===== config.mk =====
export PLATFORM = sky130hd
export DESIGN_NAME = dlfloat_operand_loader
export DESIGN_NICKNAME = d
export VERILOG_FILES = /design/src/rtl/dlfloat_pkg.sv /design/src/rtl/sync_fifo.sv /design/src/rtl/dlfloat_operand_loader.sv
export SDC_FILE = /design/constraint.sdc
export NUM_CORES = 1
export LEC_CHECK = 0
export ABC_AREA = 1
export CAP_MARGIN = 40
export CELL_PAD_IN_SITES_DETAIL_PLACEMENT = 2
export CELL_PAD_IN_SITES_GLOBAL_PLACEMENT = 2
export CORE_MARGIN = 4
export CORE_UTILIZATION = 42
export CTS_CLUSTER_SIZE = 20
export DETAILED_ROUTE_END_ITERATION = 16
export PLACE_DENSITY = 0.82
export SETUP_SLACK_MARGIN = 0.2
export SLEW_MARGIN = 20
export SYNTH_ARGS = -nofsm -noshare
export SYNTH_HDL_FRONTEND = slang
export SYNTH_SLANG_ARGS = --single-unit

===== constraint.sdc =====
create_clock -name clk -period 5.72 [get_ports clk]
set_clock_uncertainty 0.1 [all_clocks]
set_input_delay 1.43 -clock clk [delete_from_list [all_inputs] [get_ports clk]]
set_output_delay 1.43 -clock clk [all_outputs]
set_load 0.02 [all_outputs]

===== src/rtl/dlfloat_pkg.sv =====
// Shared DLFloat types: 16-bit word (1 sign, 6 exponent, 9 mantissa) and the
// operand-pair record carried from the loader FIFO to the MAC.
package dlfloat_pkg;
  localparam int DLF_W      = 16;
  localparam int DLF_EXP_W  = 6;
  localparam int DLF_MANT_W = 9;
  localparam int DLF_BIAS   = 31;

  typedef logic [DLF_W-1:0] dlf_t;

  typedef struct packed {
    dlf_t a;
    dlf_t b;
    logic last;
    logic zero;
  } dlf_pair_t;

  // Only the all-zero pattern counts; -0 (8000) is deliberately not zero.
  function automatic logic dlf_is_zero(dlf_t w);
    return (w == '0);
  endfunction
endpackage


===== src/rtl/sync_fifo.sv =====
// Generic show-ahead FIFO with extra-MSB pointers; head data reads as zero when empty.
module sync_fifo #(
  parameter int WIDTH = 8,
  parameter int DEPTH = 4
) (
  input  logic                   clk,
  input  logic                   rst,
  input  logic                   flush,
  input  logic                   push,
  input  logic                   pop,
  input  logic [WIDTH-1:0]       wdata,
  output logic [WIDTH-1:0]       rdata,
  output logic [$clog2(DEPTH):0] count,
  output logic                   full,
  output logic                   empty
);
  localparam int AW = $clog2(DEPTH);

  logic [AW:0]      wr_ptr;
  logic [AW:0]      rd_ptr;
  logic [WIDTH-1:0] mem [DEPTH];
  logic             do_push;
  logic             do_pop;

  assign full    = (wr_ptr[AW] != rd_ptr[AW]) && (wr_ptr[AW-1:0] == rd_ptr[AW-1:0]);
  assign empty   = (wr_ptr == rd_ptr);
  assign count   = wr_ptr - rd_ptr;
  assign do_push = push && !full;
  assign do_pop  = pop && !empty;
  assign rdata   = empty ? '0 : mem[rd_ptr[AW-1:0]];

  always_ff @(posedge clk or posedge rst) begin
    if (rst) begin
      wr_ptr <= '0;
      rd_ptr <= '0;
    end else if (flush) begin
      wr_ptr <= '0;
      rd_ptr <= '0;
    end else begin
      if (do_push) wr_ptr <= wr_ptr + 1'b1;
      if (do_pop)  rd_ptr <= rd_ptr + 1'b1;
    end
  end

  // Storage is never reset; empty gating keeps stale words off the outputs.
  always_ff @(posedge clk) begin
    if (do_push && !flush) mem[wr_ptr[AW-1:0]] <= wdata;
  end
endmodule


===== src/rtl/dlfloat_operand_loader.sv =====
// Pairs consecutive DLFloat words into (A,B) operands, tags zero products and
// batch ends, and queues pairs for the MAC behind a valid/ready handshake.
module dlfloat_operand_loader
  import dlfloat_pkg::*;
#(
  parameter int DEPTH = 4
) (
  input  logic                   clk,
  input  logic                   rst,
  input  logic                   flush,
  input  logic [DLF_W-1:0]       data_in,
  input  logic                   in_valid,
  input  logic                   in_last,
  output logic                   in_ready,
  output logic [DLF_W-1:0]       op_a,
  output logic [DLF_W-1:0]       op_b,
  output logic                   op_last,
  output logic                   op_zero,
  output logic                   op_valid,
  input  logic                   op_ready,
  output logic [$clog2(DEPTH):0] count,
  output logic                   err_last
);
  localparam logic [0:0] PH_A = 1'b0;
  localparam logic [0:0] PH_B = 1'b1;

  logic [0:0] phase;
  dlf_t       hold_a;
  logic       full;
  logic       empty;
  logic       accept;
  logic       push;
  dlf_pair_t  push_pair;
  dlf_pair_t  head;

  // Full only blocks the B word; op_ready never feeds back into in_ready.
  assign in_ready = (phase == PH_A) || !full;
  assign accept   = in_valid && in_ready;
  assign push     = accept && (phase == PH_B);

  assign push_pair.a    = hold_a;
  assign push_pair.b    = data_in;
  assign push_pair.last = in_last;
  assign push_pair.zero = dlf_is_zero(hold_a) || dlf_is_zero(data_in);

  always_ff @(posedge clk or posedge rst) begin
    if (rst) begin
      phase    <= PH_A;
      hold_a   <= '0;
      err_last <= 1'b0;
    end else if (flush) begin
      phase    <= PH_A;
      hold_a   <= '0;
      err_last <= 1'b0;
    end else if (accept) begin
      if (phase == PH_A) begin
        hold_a <= data_in;
        phase  <= PH_B;
        if (in_last) err_last <= 1'b1;
      end else begin
        phase <= PH_A;
      end
    end
  end

  sync_fifo #(
    .WIDTH ($bits(dlf_pair_t)),
    .DEPTH (DEPTH)
  ) u_fifo (
    .clk   (clk),
    .rst   (rst),
    .flush (flush),
    .push  (push),
    .pop   (op_ready),
    .wdata (push_pair),
    .rdata (head),
    .count (count),
    .full  (full),
    .empty (empty)
  );

  assign op_valid = !empty;
  assign op_a     = head.a;
  assign op_b     = head.b;
  assign op_last  = head.last;
  assign op_zero  = head.zero;
endmodule

======== Word level (Yosys, flattened, before mapping) ========
Memories as Yosys holds them, arrays and structs flattened.
Index checks and enable logic that the tools add are counted.
Widths: inputs -> output; s select.
cells by class
  mux-type cells .......................... 17
  equal/unequal tests ..................... 4
  reduce and logical (&&, ||, !) cells .... 19
  add/sub/neg operators ................... 3
  bitwise logic cells ..................... 1
operators by type and width
  operator             count
  $mux 16              3
  $mux 34              1
  $logic_not 16->1     2
  $mux 3               4
  $mux 1               9
  $reduce_bool 2->1    4
  $add 3x1->3 const B  2
  $logic_and 1x1->1    6
  $eq 3x3->1           1
  $logic_not 1->1      3
  $reduce_and 3->1     1
  $sub 3x3->3          1
  $eq 2x2->1           1
  $logic_or 1x1->1     2
  $ne 2x2->1 const B   1
  $reduce_and 2->1     1
  $ne 1x1->1           1
  $not 1->1            1
storage, ports and cells
  memories kept ........................... 1
  register bits after elaboration ......... 24
  output and inout bits ................... 40
  input port bits ......................... 22
  bits in writable memories ............... 136
memory list
  memory      words  width  read ports  clocked after Yosys merged registers in  write ports  line             RTL
  u_fifo.mem  4      34     1           0                                        1            sync_fifo.sv:21  logic [WIDTH-1:0] mem [DEPTH];

======== Logic depth before layout (Yosys ltp) ========
Gate-level depths: netlist (run 1).
  word-level depth ........................ 10
  gate-level depth with buffers ........... 10

======== Cells and area by module ========
From an unflattened synthesis (run 1), not the netlist that was laid out.
unflattened totals
  cells, all modules ...................... 586
  area, all modules ....................... 6,741.5 um^2
by module, submodules not included
  module                  cells an instance  seq. area each (um^2)  instances  area an instance (um^2)
  sync_fifo               472                4,234.1                1          5,853.1
  dlfloat_operand_loader  114                450.4                  1          888.4

======== Worst setup path before layout (run 1) ========
Ideal clock, no wire load.
  path type ............................... input to register
  start point ............................. in flush
  end point ............................... mem u_fifo.mem[0][0] (netlist bit) (enable)
  cell stages on the path ................. 4
  path slack .............................. 1,889 ps
  data arrival time ....................... 3,306 ps
  library setup time ...................... 425 ps
  data required time ...................... 5,195 ps
  cell sequence ........................... inv_1 -> buf_2 -> nand3_1 -> nor2_1
between the ends
  cells in the longest elaborated chain, start to end .. 4
ends and longest elaborated chain
  element                       line                          RTL
  start: declaration            dlfloat_operand_loader.sv:10  input logic flush,
  $logic_not 1->1               sync_fifo.sv:47               if (do_push && !flush) mem[wr_ptr[AW-1:0]] <= wdata;
  $logic_and 1x1->1             sync_fifo.sv:47
  $mux 1                        sync_fifo.sv:47
  $mux 1 (not written as such)  sync_fifo.sv:47
  end: declaration              sync_fifo.sv:21
Every way passes these cells.

======== Worst setup path after layout (run 1) ========
  start point ............................. reg u_fifo.rd_ptr[1]
  end point ............................... out op_a[3]
between the ends
  cells in the longest elaborated chain, start to end .. 2
  elaborated cells on any way between the ends .. 3
  classes of those cells .................. eq/ne (1); mux (1); memory (1)
ends and longest elaborated chain
  element                                            line                          RTL
  start: declaration                                 sync_fifo.sv:20               logic [AW:0] rd_ptr;
  start signal: assignment                           sync_fifo.sv:41               if (do_pop) rd_ptr <= rd_ptr + 1'b1;
  $mem_v2 4x34 / $eq 3x3->1 (equally long branches)  --
  $mux 34 *                                          sync_fifo.sv:30               assign rdata = empty ? '0 : mem[rd_ptr[AW-1:0]];
  end: declaration                                   dlfloat_operand_loader.sv:15  output logic [DLF_W-1:0] op_a,
Every way passes the cells marked *; elsewhere a longest branch is shown, timed or not.

==> results of run 1 <==
==> cell usage in the layout, fill, tap and decap left out <==
| cell type | synthesis | final |
|---|---|---|
| a21oi_1 | 24 | 24 |
| a21oi_2 | 11 | 11 |
| buf_16 | 0 | 3 |
| buf_4 | 4 | 4 |
| bufinv_16 | 0 | 1 |
| clkbuf_16 | 0 | 19 |
| clkbuf_8 | 0 | 3 |
| clkdlybuf4s50_1 | 0 | 61 |
| clkinv_2 | 0 | 2 |
| clkinv_4 | 0 | 3 |
| dfrtp_1 | 24 | 23 |
| dfrtp_2 | 0 | 1 |
| edfxtp_1 | 136 | 136 |
| fa_1 | 1 | 1 |
| ha_1 | 7 | 7 |
| inv_1 | 42 | 42 |
| inv_2 | 3 | 3 |
| inv_4 | 2 | 5 |
| inv_6 | 0 | 1 |
| nand2_1 | 20 | 20 |
| nand2_2 | 3 | 3 |
| nand3_1 | 19 | 19 |
| nand3_2 | 1 | 1 |
| nand3_4 | 1 | 1 |
| nand4_1 | 11 | 11 |
| nor2_1 | 153 | 149 |
| nor2_4 | 0 | 4 |
| o21ai_0 | 55 | 55 |
| o21ai_1 | 19 | 19 |
| o22ai_1 | 10 | 10 |
| xor2_1 | 1 | 1 |
==> report_power, final <==
part           total [mW]  leakage [nW]  internal (mW)  switching, mW
Combinational       0.352          1.11          0.124          0.228
Clock                1.19         0.308          0.689          0.497
Sequential           1.32          1.56           1.29         0.0312
==> per-layer routing <==
metal | GRT usage (%) | up-vias
li1 | - | 2091
met1 | 30.52 | 2450
met2 | 43.60 | 109
met3 | 4.089 | 25
met4 | 7.353 | 0
met5 | 0 | -
==> state kept, by name, summed over array words and instances (netlist names) <==
register,cells
hold_a,16
u_fifo.wr_ptr,3
phase,1
u_fifo.mem,136
err_last,1
u_fifo.rd_ptr,3
==> per-stage QoR <==
| step | cells | total power [mW] | util, % | setup slack [ps] |
|---|---|---|---|---|
| global route | 854 | 2.951 | 52.64 | 862.2 |
| floorplan | 572 | 1.537 | - | 1889 |
| finish | 854 | 2.857 | 52.64 | 1062 |
| detailed placement | 822 | 1.691 | 48.68 | 1352 |
| global placement | 819 | 1.663 | 48.14 | 1441 |
| CTS | 854 | 2.878 | 52.64 | 1004 |
==> synthesized netlist by cell type <==
cell type	n
a21oi_1	24
a21oi_2	11
buf_1	1
buf_2	10
buf_4	4
buf_6	6
buf_8	1
clkbuf_1	4
clkbuf_2	3
dfrtp_1	24
edfxtp_1	136
fa_1	1
ha_1	7
inv_1	42
inv_2	3
inv_4	2
nand2_1	20
nand2_2	3
nand3_1	19
nand3_2	1
nand3_4	1
nand4_1	11
nor2_1	153
o21ai_0	55
o21ai_1	19
o22ai_1	10
xor2_1	1
==> logic make-up (layout without fill, tap and decap cells) <==
family | after synthesis | after routing
flops | 160 | 160
xor+xnor | 1 | 1
buf+inv | 76 | 147
simple gates | 208 | 208
fa+ha+maj | 8 | 8
compound gates | 119 | 119
==> worst max-delay path by stage <==
| stage | start | to | cells past startpoint |
|---|---|---|---|
| after global placement | flush | u_fifo.mem[0][21]$_DFFE_PP_ | 4 |
| after CTS | u_fifo.rd_ptr[1]$_DFFE_PP0P_ | op_a[3] | 8 |
| after floorplan | flush | u_fifo.mem[0][0]$_DFFE_PP_ | 4 |
| after detailed placement | flush | u_fifo.mem[1][7]$_DFFE_PP_ | 5 |
| after global routing | u_fifo.rd_ptr[1]$_DFFE_PP0P_ | op_b[9] | 8 |
| final | u_fifo.rd_ptr[1]$_DFFE_PP0P_ | op_a[3] | 8 |
==> area by class of cell <==
type	instances	area, um^2
Sequential cell	160	4686
Tap cell	211	264.0
Clock buffer	22	516.7
Inverter	47	181.4
Timing Repair Buffer	68	723.2
Fill cell	1514	7307
Clock inverter	10	93.84
Multi-Input combinational cell	336	1655
==> critical path: stages, from the launching register on <==
cell and delay, ps:
dfrtp_1 410, inv_2 560, ha_1 350, nand2_1 70
inv_1 90, nand3_4 120, inv_4 200, a21oi_2 230
clkdlybuf4s50_1 650
==> flow_metrics.env, run 1 <==
export IMPL_cts_setup_buffers=0
export IMPL_grt_pass1_vias=5298
export IMPL_clkLatencyLatePin_ps=440
export IMPL_r2r_cells=8
export IMPL_synth_distinct_cells=27
export IMPL_fin_crit_sh_pct=81.44
export IMPL_clock_root_buffer="clkbuf_16"
export IMPL_tightest_slew_ps=796.7
export IMPL_ir_drop_mv=0.1987
export IMPL_crit_path_max_fanout=35
export IMPL_htreeDepth=4
export IMPL_min_period_ps=4658
export IMPL_start_kind="register"
export IMPL_powerDensity_nw_per_um2=351.8
export IMPL_grt_pass1_wl_mm=32.60
export IMPL_max_freq_mhz=214.7
export IMPL_core_area_um2=15430
export IMPL_nets=660
export IMPL_hold_ws_ps=430.9
export IMPL_drt_met1_wl_mm=8.856
export IMPL_synth_top_area_share_pct=61.07
export IMPL_start_util_pct=43.35
export IMPL_dp_hpwl_mm=12.75
export IMPL_route_met2_wl_mm=11.27
export IMPL_rows=45
export IMPL_synth_avg_cell_area_um2=11.69
export IMPL_drt_pass1_iterations=4
export IMPL_finalMaxSlewViolations=0
export IMPL_synth_area_leaders="edfxtp_1 (61%), dfrtp_1 (9.0%), nor2_1 (8.6%)"
export IMPL_syn_cell_area_um2=6688
export IMPL_cts_sinks=160
export IMPL_numPortBuffers=61
export IMPL_synthAdderAreaFrac_pct=1.609
export IMPL_post_dp_cell_area_um2=7510
export IMPL_reg2reg_slack_ps=2340
export IMPL_setup_worst_path_end_class="primary output"
export IMPL_synth_area_leader_cell="edfxtp_1"
export IMPL_wl_met3_um=811
export IMPL_min_from="err_last$_DFFE_PP0P_"
export IMPL_dr_total_vias=4675
export IMPL_cts_max_path_buffers=2
export IMPL_setup_viol_count_final=0
export IMPL_outcome="finished clean"
export IMPL_diodes=0
export IMPL_r2r_start="u_fifo.rd_ptr[1]$_DFFE_PP0P_"
export IMPL_initialDrtViolationCount=361
export IMPL_post_cts_resized=0
export IMPL_syn_num_nets=602
export IMPL_antenna_found_initial=0
export IMPL_reg2reg_to="u_fifo.mem[1][8]$_DFFE_PP_"
export IMPL_drcViolationCount=0
export IMPL_viasPerCell=5.474
export IMPL_dieArea_um2=18010
export IMPL_place_congestion=0.7950
export IMPL_synth_xor_area_share_pct=0.1310
export IMPL_yosys_area_share_simple_pct=12.85
export IMPL_yosys_mux_area_fraction_pct=0
export IMPL_syn2layout_area_growth_pct=21.42
export IMPL_io_pins=62
export IMPL_cp_arrival_ps=3130
export IMPL_ys_warn_count=0
export IMPL_highest_layer="met4"
export IMPL_synth_top_family_by_area="simple AND/OR/NAND/NOR gates"
export IMPL_ant_nets=0
export IMPL_wl_per_cell_um=24.89
export IMPL_grt_max_degree=70
export IMPL_die_w_um=134.2
export IMPL_cts_clk_slew_worst_paths_ps=60
export IMPL_worst_setup_path_type="register to primary output"
export IMPL_routed_wl_mm=21.25
export IMPL_hold_path_class="register to register"
export IMPL_cts_tree="built"
export IMPL_synth_compound_area_share_pct=9.710
export IMPL_slew_headroom_pct=46.89
export IMPL_crit_required_ps=4190
export IMPL_power_leakage_nw=2.975
export IMPL_syn_inst=572
export IMPL_min_to="err_last$_DFFE_PP0P_"
export IMPL_cts_hold_buf=0
export IMPL_drive_above_1_share_pct=10.11
export IMPL_design_area_um2=8120
export IMPL_ys_seq_area_share_pct=70.05
export IMPL_tns_ps=0
export IMPL_rsz0062_at_grt="false"
export IMPL_cts_inserted_buffers=17
export IMPL_min_delay_path_depth=2
export IMPL_grt_overflow=0
export IMPL_synth_seq_cells=160
export IMPL_grt_usage_pct=24.43
export IMPL_die_h_um=134.2
export IMPL_hold_viol_final=0
export IMPL_maxCapViolations=0
(Power assumes the default switching activity.)
==> run 2: changes to the inputs <==
--- a/config.mk
+++ b/config.mk
@@ -10,10 +10,10 @@
 export CELL_PAD_IN_SITES_DETAIL_PLACEMENT = 2
 export CELL_PAD_IN_SITES_GLOBAL_PLACEMENT = 2
 export CORE_MARGIN = 4
-export CORE_UTILIZATION = 42
+export CORE_UTILIZATION = 35
 export CTS_CLUSTER_SIZE = 20
 export DETAILED_ROUTE_END_ITERATION = 16
-export PLACE_DENSITY = 0.82
+export PLACE_DENSITY = 0.73
 export SETUP_SLACK_MARGIN = 0.2
 export SLEW_MARGIN = 20
 export SYNTH_ARGS = -nofsm -noshare
==> constraint.sdc (replaced) <==
create_clock -name clk -period 4.2 [get_ports clk]
set_clock_uncertainty 0.1 [all_clocks]
set_input_delay 1.05 -clock clk [delete_from_list [all_inputs] [get_ports clk]]
set_output_delay 1.05 -clock clk [all_outputs]
set_load 0.02 [all_outputs]
==> flow_metrics.env, run 2 (synthesis gave the netlist of run 1 again) <==
export IMPL_outcome="finished clean"
export IMPL_cts_hold_buf=0
export IMPL_numPortBuffers=61
export IMPL_hold_viol_final=0
export IMPL_largest_reg_flops=136
export IMPL_cts_inserted_buffers=17
export IMPL_cts_clk_slew_worst_paths_ps=60
export IMPL_rows=50
export IMPL_post_dp_cell_area_um2=7531
export IMPL_mostFrequentLayoutCells="nor2_1 (149), edfxtp_1 (136), o21ai_0 (55), clkdlybuf4s50_1 (55), inv_1 (42)"
export IMPL_cts_sinks=160
export IMPL_max_freq_mhz=258.8
export IMPL_wl_per_cell_um=21.34
export IMPL_rsz0062_at_grt="false"
export IMPL_start_kind="register"
export IMPL_grt_overflow=0
export IMPL_grt_usage_pct=18.24
export IMPL_die_w_um=146.2
export IMPL_drive_above_1_share_pct=11.08
export IMPL_grt_pass1_wl_mm=29.82
export IMPL_htreeDepth=4
export IMPL_cts_max_path_buffers=2
export IMPL_place_congestion=0.7635
export IMPL_worst_setup_path_type="register to primary output"
export IMPL_initialDrtViolationCount=271
export IMPL_clock_root_buffer="clkbuf_16"
export IMPL_tightest_slew_ps=546.4
export IMPL_drt_pass1_iterations=4
export IMPL_setup_viol_count_final=0
export IMPL_power_leakage_nw=3.067
export IMPL_powerDensity_nw_per_um2=459.6
export IMPL_finalMaxSlewViolations=0
export IMPL_clkLatencyLatePin_ps=430
export IMPL_slew_headroom_pct=63.47
export IMPL_cp_arrival_ps=2710
export IMPL_dr_total_vias=4607
export IMPL_start_util_pct=35.63
export IMPL_drcViolationCount=0
export IMPL_dp_hpwl_mm=12.24
export IMPL_syn2layout_area_growth_pct=21.72
export IMPL_grt_pass1_vias=5207
export IMPL_fin_crit_sh_pct=92.00
export IMPL_final_common_cell="nor2_1"
export IMPL_design_area_um2=8140
export IMPL_routed_wl_mm=18.86
export IMPL_core_area_um2=18770
export IMPL_ir_drop_mv=0.2906
export IMPL_ant_nets=0
export IMPL_viasPerCell=5.212
export IMPL_die_h_um=146.2
export IMPL_dieArea_um2=21380
export IMPL_diodes=0
export IMPL_maxCapViolations=0
export IMPL_hold_path_class="register to register"
export IMPL_tns_ps=0
export IMPL_io_pins=62
export IMPL_min_period_ps=3864
export IMPL_cts_tree="built"
export IMPL_crit_path_max_fanout=34
export IMPL_antenna_found_initial=0
export IMPL_setup_worst_path_end_class="primary output"
export IMPL_crit_required_ps=3050
export IMPL_nets=667
export IMPL_grt_max_degree=70
[run 2: power by group]
part,switching (mW),total [mW],internal (mW)
Sequential,0.0317,1.79,1.75
Combinational,0.302,0.472,0.170
Clock,0.663,1.48,0.820
Total,0.996,3.74,2.74
[run 2: worst paths after layout]
check                                              from                      endpoint  depth (start not counted)  slack (ps)
max                        u_fifo.rd_ptr[0]$_DFFE_PP0P_                      op_a[11]                          7         340
min                                err_last$_DFFE_PP0P_          err_last$_DFFE_PP0P_                          2         420
max reg2reg                u_fifo.rd_ptr[0]$_DFFE_PP0P_   u_fifo.mem[3][25]$_DFFE_PP_                          7        1570
min reg2reg                        err_last$_DFFE_PP0P_          err_last$_DFFE_PP0P_                          2         420
max in group asynchronous                           rst  u_fifo.rd_ptr[0]$_DFFE_PP0P_                          3        2800
min in group asynchronous                           rst  u_fifo.wr_ptr[2]$_DFFE_PP0P_                          2         750
[run 2: stage by stage]
stage / hold slack (ps) / instances / worst slack, ps / utilization, % / power (mW)
after detailed placement: 417.0 / 851 / 494.5 / 40.13 / 2.292
after floorplan: 376.0 / 572 / 748.6 / - / 2.093
final: 421.1 / 884 / 336.0 / 43.37 / 3.741
after global routing: 452.0 / 884 / 195.8 / 43.37 / 3.891
after global placement: 400.7 / 850 / 637.7 / 40.05 / 2.268
after CTS: 424.4 / 883 / 174.0 / 43.16 / 3.777
[run 2: routing by layer]
metal	GRT usage, %	share of wire (%)	vias up
met3	3.600	3.2	23
met5	0	0	-
met2	33.11	53	84
met1	21.84	42	2395
met4	5.597	1.6	0
li1	-	-	2105
[run 2: critical path: stages (launching register included)]
cell             delay [ps]
dfrtp_4                 610
ha_1                    360
nand2_1                  60
inv_1                    90
nand3_4                 140
clkinv_8                190
a21oi_2                 200
clkdlybuf4s50_1         620
[run 2: layout make-up]
class	count	area (um^2)
clock inverters	15	138.9
inverters	47	193.9
flip-flops and latches	160	4688
multi-input cells	336	1655
well taps	234	292.8
clock buffers	17	425.4
repair buffers	75	745.7
fillers	1927	10630
[run 2: what timing repair did]
action,CTS,global route
setup buffers,0,1
pin swaps,0,0
endpoints found under the hold margin,0,0
endpoints found under the setup margin,34,34
gates resized for setup,2,10
==> run 3: changes to the inputs <==
--- a/config.mk
+++ b/config.mk
@@ -13,6 +13,7 @@
 export CORE_UTILIZATION = 35
 export CTS_CLUSTER_SIZE = 20
 export DETAILED_ROUTE_END_ITERATION = 16
+export GPL_ROUTABILITY_DRIVEN = 0
 export PLACE_DENSITY = 0.73
 export SETUP_SLACK_MARGIN = 0.2
 export SLEW_MARGIN = 20
==> results of run 3 <==
Final layout, timing and power as in run 2 (identical DEF).
